==> src/rtl/expu_correction_arbiter.sv <==
// Round-robin front end for the shared EXPU mantissa-correction register stage.
// Tracks the in-flight tag next to the datapath register and buffers results in a small FIFO.
module expu_correction_arbiter #(
    parameter int  NUM_REQ   = 4,
    parameter int  MANT_W    = 7,
    parameter int  OUT_DEPTH = 2,
    localparam int TAG_W     = (NUM_REQ > 1) ? $clog2(NUM_REQ) : 1
) (
    input  logic                      clk_i,
    input  logic                      rst_ni,
    input  logic                      flush_i,
    input  logic [NUM_REQ-1:0]        req_valid_i,
    input  logic [NUM_REQ*MANT_W-1:0] req_mant_i,
    output logic [NUM_REQ-1:0]        req_ready_o,
    output logic                      corr_enable_o,
    output logic                      corr_clear_o,
    output logic [MANT_W-1:0]         corr_mant_o,
    input  logic [MANT_W-1:0]         corr_result_i,
    output logic                      out_valid_o,
    input  logic                      out_ready_i,
    output logic [MANT_W-1:0]         out_mant_o,
    output logic [TAG_W-1:0]          out_tag_o,
    output logic                      busy_o
);
    localparam int PTR_W = $clog2(OUT_DEPTH);
    localparam int CNT_W = $clog2(OUT_DEPTH + 1);

    logic [TAG_W-1:0]  r_rr_ptr;
    logic              r_s1_valid;
    logic [TAG_W-1:0]  r_s1_tag;
    logic [MANT_W-1:0] r_fifo_mant [OUT_DEPTH];
    logic [TAG_W-1:0]  r_fifo_tag  [OUT_DEPTH];
    logic [PTR_W-1:0]  r_rd_ptr;
    logic [PTR_W-1:0]  r_wr_ptr;
    logic [CNT_W-1:0]  r_count;

    logic [MANT_W-1:0] w_mant       [NUM_REQ];
    logic [TAG_W-1:0]  w_cand_idx   [NUM_REQ];
    logic [NUM_REQ-1:0] w_cand_valid;
    logic              w_any;
    logic [TAG_W-1:0]  w_win;
    logic [TAG_W-1:0]  w_rr_next;
    logic              w_fifo_full;
    logic              w_out_valid;
    logic              w_pop;
    logic              w_drain;
    logic              w_can_issue;
    logic              w_grant;

    // Candidate gi is the requester gi positions after the round-robin pointer.
    for (genvar gi = 0; gi < NUM_REQ; gi++) begin : g_req
        logic [TAG_W:0] w_sum;
        assign w_mant[gi]       = req_mant_i[gi*MANT_W +: MANT_W];
        assign w_sum            = {1'b0, r_rr_ptr} + (TAG_W+1)'(gi);
        assign w_cand_idx[gi]   = (w_sum >= (TAG_W+1)'(NUM_REQ))
                                ? TAG_W'(w_sum - (TAG_W+1)'(NUM_REQ))
                                : w_sum[TAG_W-1:0];
        assign w_cand_valid[gi] = req_valid_i[w_cand_idx[gi]];
        assign req_ready_o[gi]  = w_grant & (w_win == TAG_W'(gi));
    end

    always_comb begin
        w_any = 1'b0;
        w_win = '0;
        for (int k = NUM_REQ - 1; k >= 0; k--) begin
            if (w_cand_valid[k]) begin
                w_any = 1'b1;
                w_win = w_cand_idx[k];
            end
        end
    end

    assign w_rr_next   = (w_win == TAG_W'(NUM_REQ - 1)) ? '0 : w_win + 1'b1;
    assign w_fifo_full = (r_count == CNT_W'(OUT_DEPTH));
    assign w_out_valid = rst_ni & (r_count != '0);
    assign w_pop       = w_out_valid & out_ready_i;
    // A full FIFO still accepts the S1 result when its head leaves the same cycle.
    assign w_drain     = r_s1_valid & (~w_fifo_full | w_pop);
    assign w_can_issue = rst_ni & ~flush_i & (~r_s1_valid | w_drain);
    assign w_grant     = w_can_issue & w_any;

    assign corr_enable_o = w_grant;
    assign corr_clear_o  = ~rst_ni | flush_i;
    assign corr_mant_o   = w_mant[w_win];
    assign out_valid_o   = w_out_valid;
    assign out_mant_o    = r_fifo_mant[r_rd_ptr];
    assign out_tag_o     = r_fifo_tag[r_rd_ptr];
    assign busy_o        = rst_ni & (r_s1_valid | (r_count != '0));

    function automatic logic [PTR_W-1:0] ptr_inc(input logic [PTR_W-1:0] p);
        return (p == PTR_W'(OUT_DEPTH - 1)) ? '0 : p + 1'b1;
    endfunction

    always_ff @(posedge clk_i) begin
        if (rst_ni & ~flush_i & w_drain) begin
            r_fifo_mant[r_wr_ptr] <= corr_result_i;
            r_fifo_tag[r_wr_ptr]  <= r_s1_tag;
        end
    end

    always_ff @(posedge clk_i) begin
        if (!rst_ni) begin
            r_rr_ptr   <= '0;
            r_s1_valid <= 1'b0;
            r_s1_tag   <= '0;
            r_rd_ptr   <= '0;
            r_wr_ptr   <= '0;
            r_count    <= '0;
        end else if (flush_i) begin
            r_s1_valid <= 1'b0;
            r_rd_ptr   <= '0;
            r_wr_ptr   <= '0;
            r_count    <= '0;
        end else begin
            if (w_grant) begin
                r_s1_valid <= 1'b1;
                r_s1_tag   <= w_win;
                r_rr_ptr   <= w_rr_next;
            end else if (w_drain) begin
                r_s1_valid <= 1'b0;
            end
            if (w_drain) begin
                r_wr_ptr <= ptr_inc(r_wr_ptr);
            end
            if (w_pop) begin
                r_rd_ptr <= ptr_inc(r_rd_ptr);
            end
            r_count <= r_count + CNT_W'(w_drain) - CNT_W'(w_pop);
        end
    end
endmodule

==> config.mk <==
export PLATFORM = sky130hd
export DESIGN_NAME = expu_correction_arbiter
export DESIGN_NICKNAME = d
export VERILOG_FILES = /design/src/rtl/expu_correction_arbiter.sv
export SDC_FILE = /design/constraint.sdc
export NUM_CORES = 1
export LEC_CHECK = 0
export CORE_ASPECT_RATIO = 2
export CORE_MARGIN = 3
export CORE_UTILIZATION = 45
export CTS_BUF_LIST = sky130_fd_sc_hd__clkbuf_8
export CTS_CLUSTER_SIZE = 12
export DETAILED_ROUTE_END_ITERATION = 10
export PLACE_DENSITY = 0.87
export SKIP_CTS_REPAIR_TIMING = 1
export SYNTH_ARGS = -nofsm -noshare
export SYNTH_HDL_FRONTEND = slang
export SYNTH_SLANG_ARGS = --single-unit
==> constraint.sdc <==
create_clock -name clk_i -period 4.9 [get_ports clk_i]
set_input_delay 0.49 -clock clk_i [delete_from_list [all_inputs] [get_ports clk_i]]
set_output_delay 0.49 -clock clk_i [all_outputs]
set_load 0.02 [all_outputs]
==> metrics.md <==
| Metric | Value |
|---|---|
| Reg-to-reg slack, setup | ~2.6 ns |
| Tmin final | 3.649 ns |
| Worst r2r dst | r_rr_ptr[1] |
| Worst VDD drop | 0.0001663 V |
| Cells on worst reg2reg path | 6 |
| Pins Over Slew Limit | 0 |
| First-pass GRT wire length | 5.092 mm |
| Pin count of the biggest net entering global routing | 20 |
| Clock-pin slew on the worst setup and hold paths | 0.08 ns |
| CP Data Arrival Time | 3.16 ns |
| Routed Antenna Nets | 0 |
| Clk sinks | 28 |
| Layout Area Growth over Synthesis | 50.52% |
| Final hold vios | 0 |
| Async SR Flop Fraction | 0% |
| Fin crit share | between 70% and 80% |
| Syn_nets | approximately 170 |
| Fmax | around 270 MHz |
| Synth cell types | 29 |
| Skew-Pair Late Insertion Delay | roughly 0.27 ns |
| Top Ports | 67 |
| Die W | about 46 um |
| Vias in the first global route | 1246 |
| Drt via density | 5.294 |
| CTS tree | built |
| Reg2reg start | r_rr_ptr[1] |
| Remaining global-route overflow | 0 |
| CP Capture Type | output port |
| Startpoint Class | input pin |
| Leak Pwr | 0.7787 nW |
| Cell repeated most along the worst path | clkdlybuf4s50_1 |
| Routed length per instance | 14.52 um |
| Layout cell share with drive strength beyond 1 | 8.696% |
| First-pass DRT Iterations | 4 |
| Avg Cell Area, Syn | around 12 um2 |
| # rows | 28 |
| CTS buffer count | 3 |
| Final Non-Filler Cells | 214 |
| Fin Clk Skew | roughly 0.0024 ns |
| Area leader, netlist | edfxtp_1 |
| H-Tree Depth | 1 |
| Seq pwr share | 49.0% |
| Initial antenna violation count | 0 |
| Switching fraction of total power | about a quarter |
| Combinational group share of total power | 25.4% |
| Mapped Area | 0.001434 mm2 |
| WP data required | 4.41 ns |
| Final WL | 3.107 mm |
| Via count | ~1.1k |
| Die H | 85.83 um |
| Rel. slew slack | 16.06% |
| Hold path start | r_s1_tag[1] |
| Gate Count Post-Synth | about 120 |
| Critical path class | in2out |
| Yosys warnings | 0 |
| Hold depth | 0 |
| Crit Path Max Fanout | 12 |
| Psw | between 0.0001 and 0.00015 W |
| Maxcap violations | 0 |
| FF+latch count, synth | 28 |
| ANT cells | 0 |
| Worst-margin pin slew | ~1.2 ns |
| Slowest cell on the critical path | a311oi_2 |
| EDFF count, synth | 18 |
| Layout Nets | 231 |
| Status | complete, no violations |
| Area fraction of the dominant cell type after synthesis | 37.70% |
| Post-DP HPWL | 2.675 mm |
| Die area | a little under 0.004 mm2 |
| CORE AREA | 0.003013 mm2 |
| Cell Int Power | 0.0004041 W |
| PD cells | 245.0 mW/mm2 |
| Post-synth top flop | edfxtp_1 |
| Placed cell count | 210 |
| Clock buffer depth | 2 |
| RSZ-0062 raised after global routing | no |
| Buffers & Inverters on Critical Path | 2 |
| Clock power share | 25.6% |
| DR DRC count | 0 |
| GR Util All Layers | 17.42% |
| Top post-synthesis cells by area | edfxtp_1 (38%), mux2i_1 (15%), dfxtp_1 (14%) |
| Post-synthesis sequential area ratio | between 50% and 60% |
| DRT iter0 DRCs | 8 |
| Gpl congestion | 0.6899 |
| Max incr delay on CP | 0.89 ns |
| Crit path cell chain | clkdlybuf4s50_1 -> mux2i_1 -> nor2_1 -> a311oi_2 -> ha_1 -> and2_1 -> clkdlybuf4s50_1 |
| Hold endpoint | r_fifo_tag[0][1] |
| Setup TNS | 0 ns |
| HP Class | reg2reg |
| Input/output buffers | 66 |
| Starting Density | between 40% and 50% |
| Largest delay share family, worst path | buffers and inverters |
| Final Setup Violations | 0 |
| CTS root buffer | clkbuf_8 |
-- layout by cell type, fill, tap and decap left out, types with 4 or more instances in the layout --
cell | synthesis | layout
clkdlybuf4s50_1 | 0 | 66
mux2_2 | 9 | 9
xnor2_1 | 4 | 4
a21oi_1 | 4 | 4
nor2_1 | 7 | 7
clkbuf_8 | 0 | 4
dfxtp_1 | 10 | 10
mux2i_1 | 22 | 22
inv_1 | 7 | 7
nand2_1 | 8 | 8
edfxtp_1 | 18 | 18
-- logic make-up after synthesis --
family | Yosys count | share of synthesized area, %
adders and majority gates | 3 | 2.618
buffers and inverters | 12 | 4.275
DFF | 28 | 51.66
xor gates and xnor gates | 4 | 2.443
AOI/OAI and AO/OA | 15 | 8.029
and+or+nand+nor | 26 | 8.552
muxes | 31 | 22.43
-- sequential cells by signal (all words and copies together) (netlist names), named ones only --
register and cells:
r_s1_valid 1, r_fifo_tag 4, r_fifo_mant 14, r_count 2
r_rd_ptr 1, r_rr_ptr 2, r_s1_tag 2, r_wr_ptr 1
-- synth_stat cells (2+ instances only) --
cell type,number
mux2_2,9
nand2b_1,3
inv_1,7
nor2_1,7
dfxtp_1,10
and2_1,2
nand2_1,8
a21oi_1,4
a21boi_0,3
nor3_1,3
ha_1,3
xnor2_1,4
edfxtp_1,18
buf_4,2
mux2i_1,22
-- area by class of cell --
type,instances,area (um2)
clock buffer,4,55.05
inverter,7,26.28
tap,30,37.54
timing repair buffer,66,660.6
multi-input combinational,79,638.1
sequential,28,740.7
fill,233,854.6
-- worst reg2reg max path, delay by kind of cell, from the launching register on --
kind / cells / cell delay [ns]
AOI/OAI and AO/OA: 2 / 0.97
adders and majority gates: 1 / 0.39
DFF: 1 / 0.44
muxes: 1 / 0.23
and+or+nand+nor: 2 / 0.14
-- routing by layer --
layer / GRT usage, % / up-vias / routed length (um) / part of all wire [%]
met2: 33.79 / 68 / 1739 / 56
met3: 5.042 / 7 / 318 / 10
met5: 0 / - / 0 / 0
li1: - / 561 / - / -
met1: 14.77 / 497 / 982 / 32
met4: 6.995 / 0 / 66 / 2.1
-- metrics by stage --
step | cell area [um2] | hold WS (ns) | worst slack [ns] | utilization (%) | total power (W)
5_1_grt | 2158 | 0.4900 | 0.9828 | 71.64 | 0.0005532
2_1_floorplan | 1434 | 0.4254 | 2.612 | - | 0.0003313
3_5_place_dp | 2103 | 0.4482 | 1.251 | 69.81 | 0.0004003
4_1_cts | 2158 | 0.4682 | 1.241 | 71.64 | 0.0005330
6_report | 2158 | 0.4689 | 1.251 | 71.64 | 0.0005289
3_3_place_gp | 2103 | 0.4321 | 1.337 | 69.81 | 0.0003958
-- worst max path at each step --
stage / to / from / slack, ns / cells past startpoint
after floorplan: req_ready_o[2] / req_valid_i[0] / 2.61 / 6
after global placement: req_ready_o[3] / req_valid_i[0] / 1.34 / 7
after detailed placement: req_ready_o[3] / req_valid_i[0] / 1.25 / 7
after CTS: req_ready_o[3] / req_valid_i[0] / 1.24 / 7
after global routing: req_ready_o[3] / req_valid_i[0] / 0.98 / 7
final: req_ready_o[3] / req_valid_i[0] / 1.25 / 7
-- power by group through the flow --
stage                     clock network, W  registers (W)   logic, W
after floorplan                          0       0.000263  0.0000679
after global placement                   0       0.000264   0.000132
after detailed placement                 0       0.000265   0.000135
after CTS                         0.000138       0.000259   0.000136
after global routing              0.000148       0.000260   0.000146
final                             0.000135       0.000259   0.000134
No activity file was read; power rests on OpenSTA's default activity.
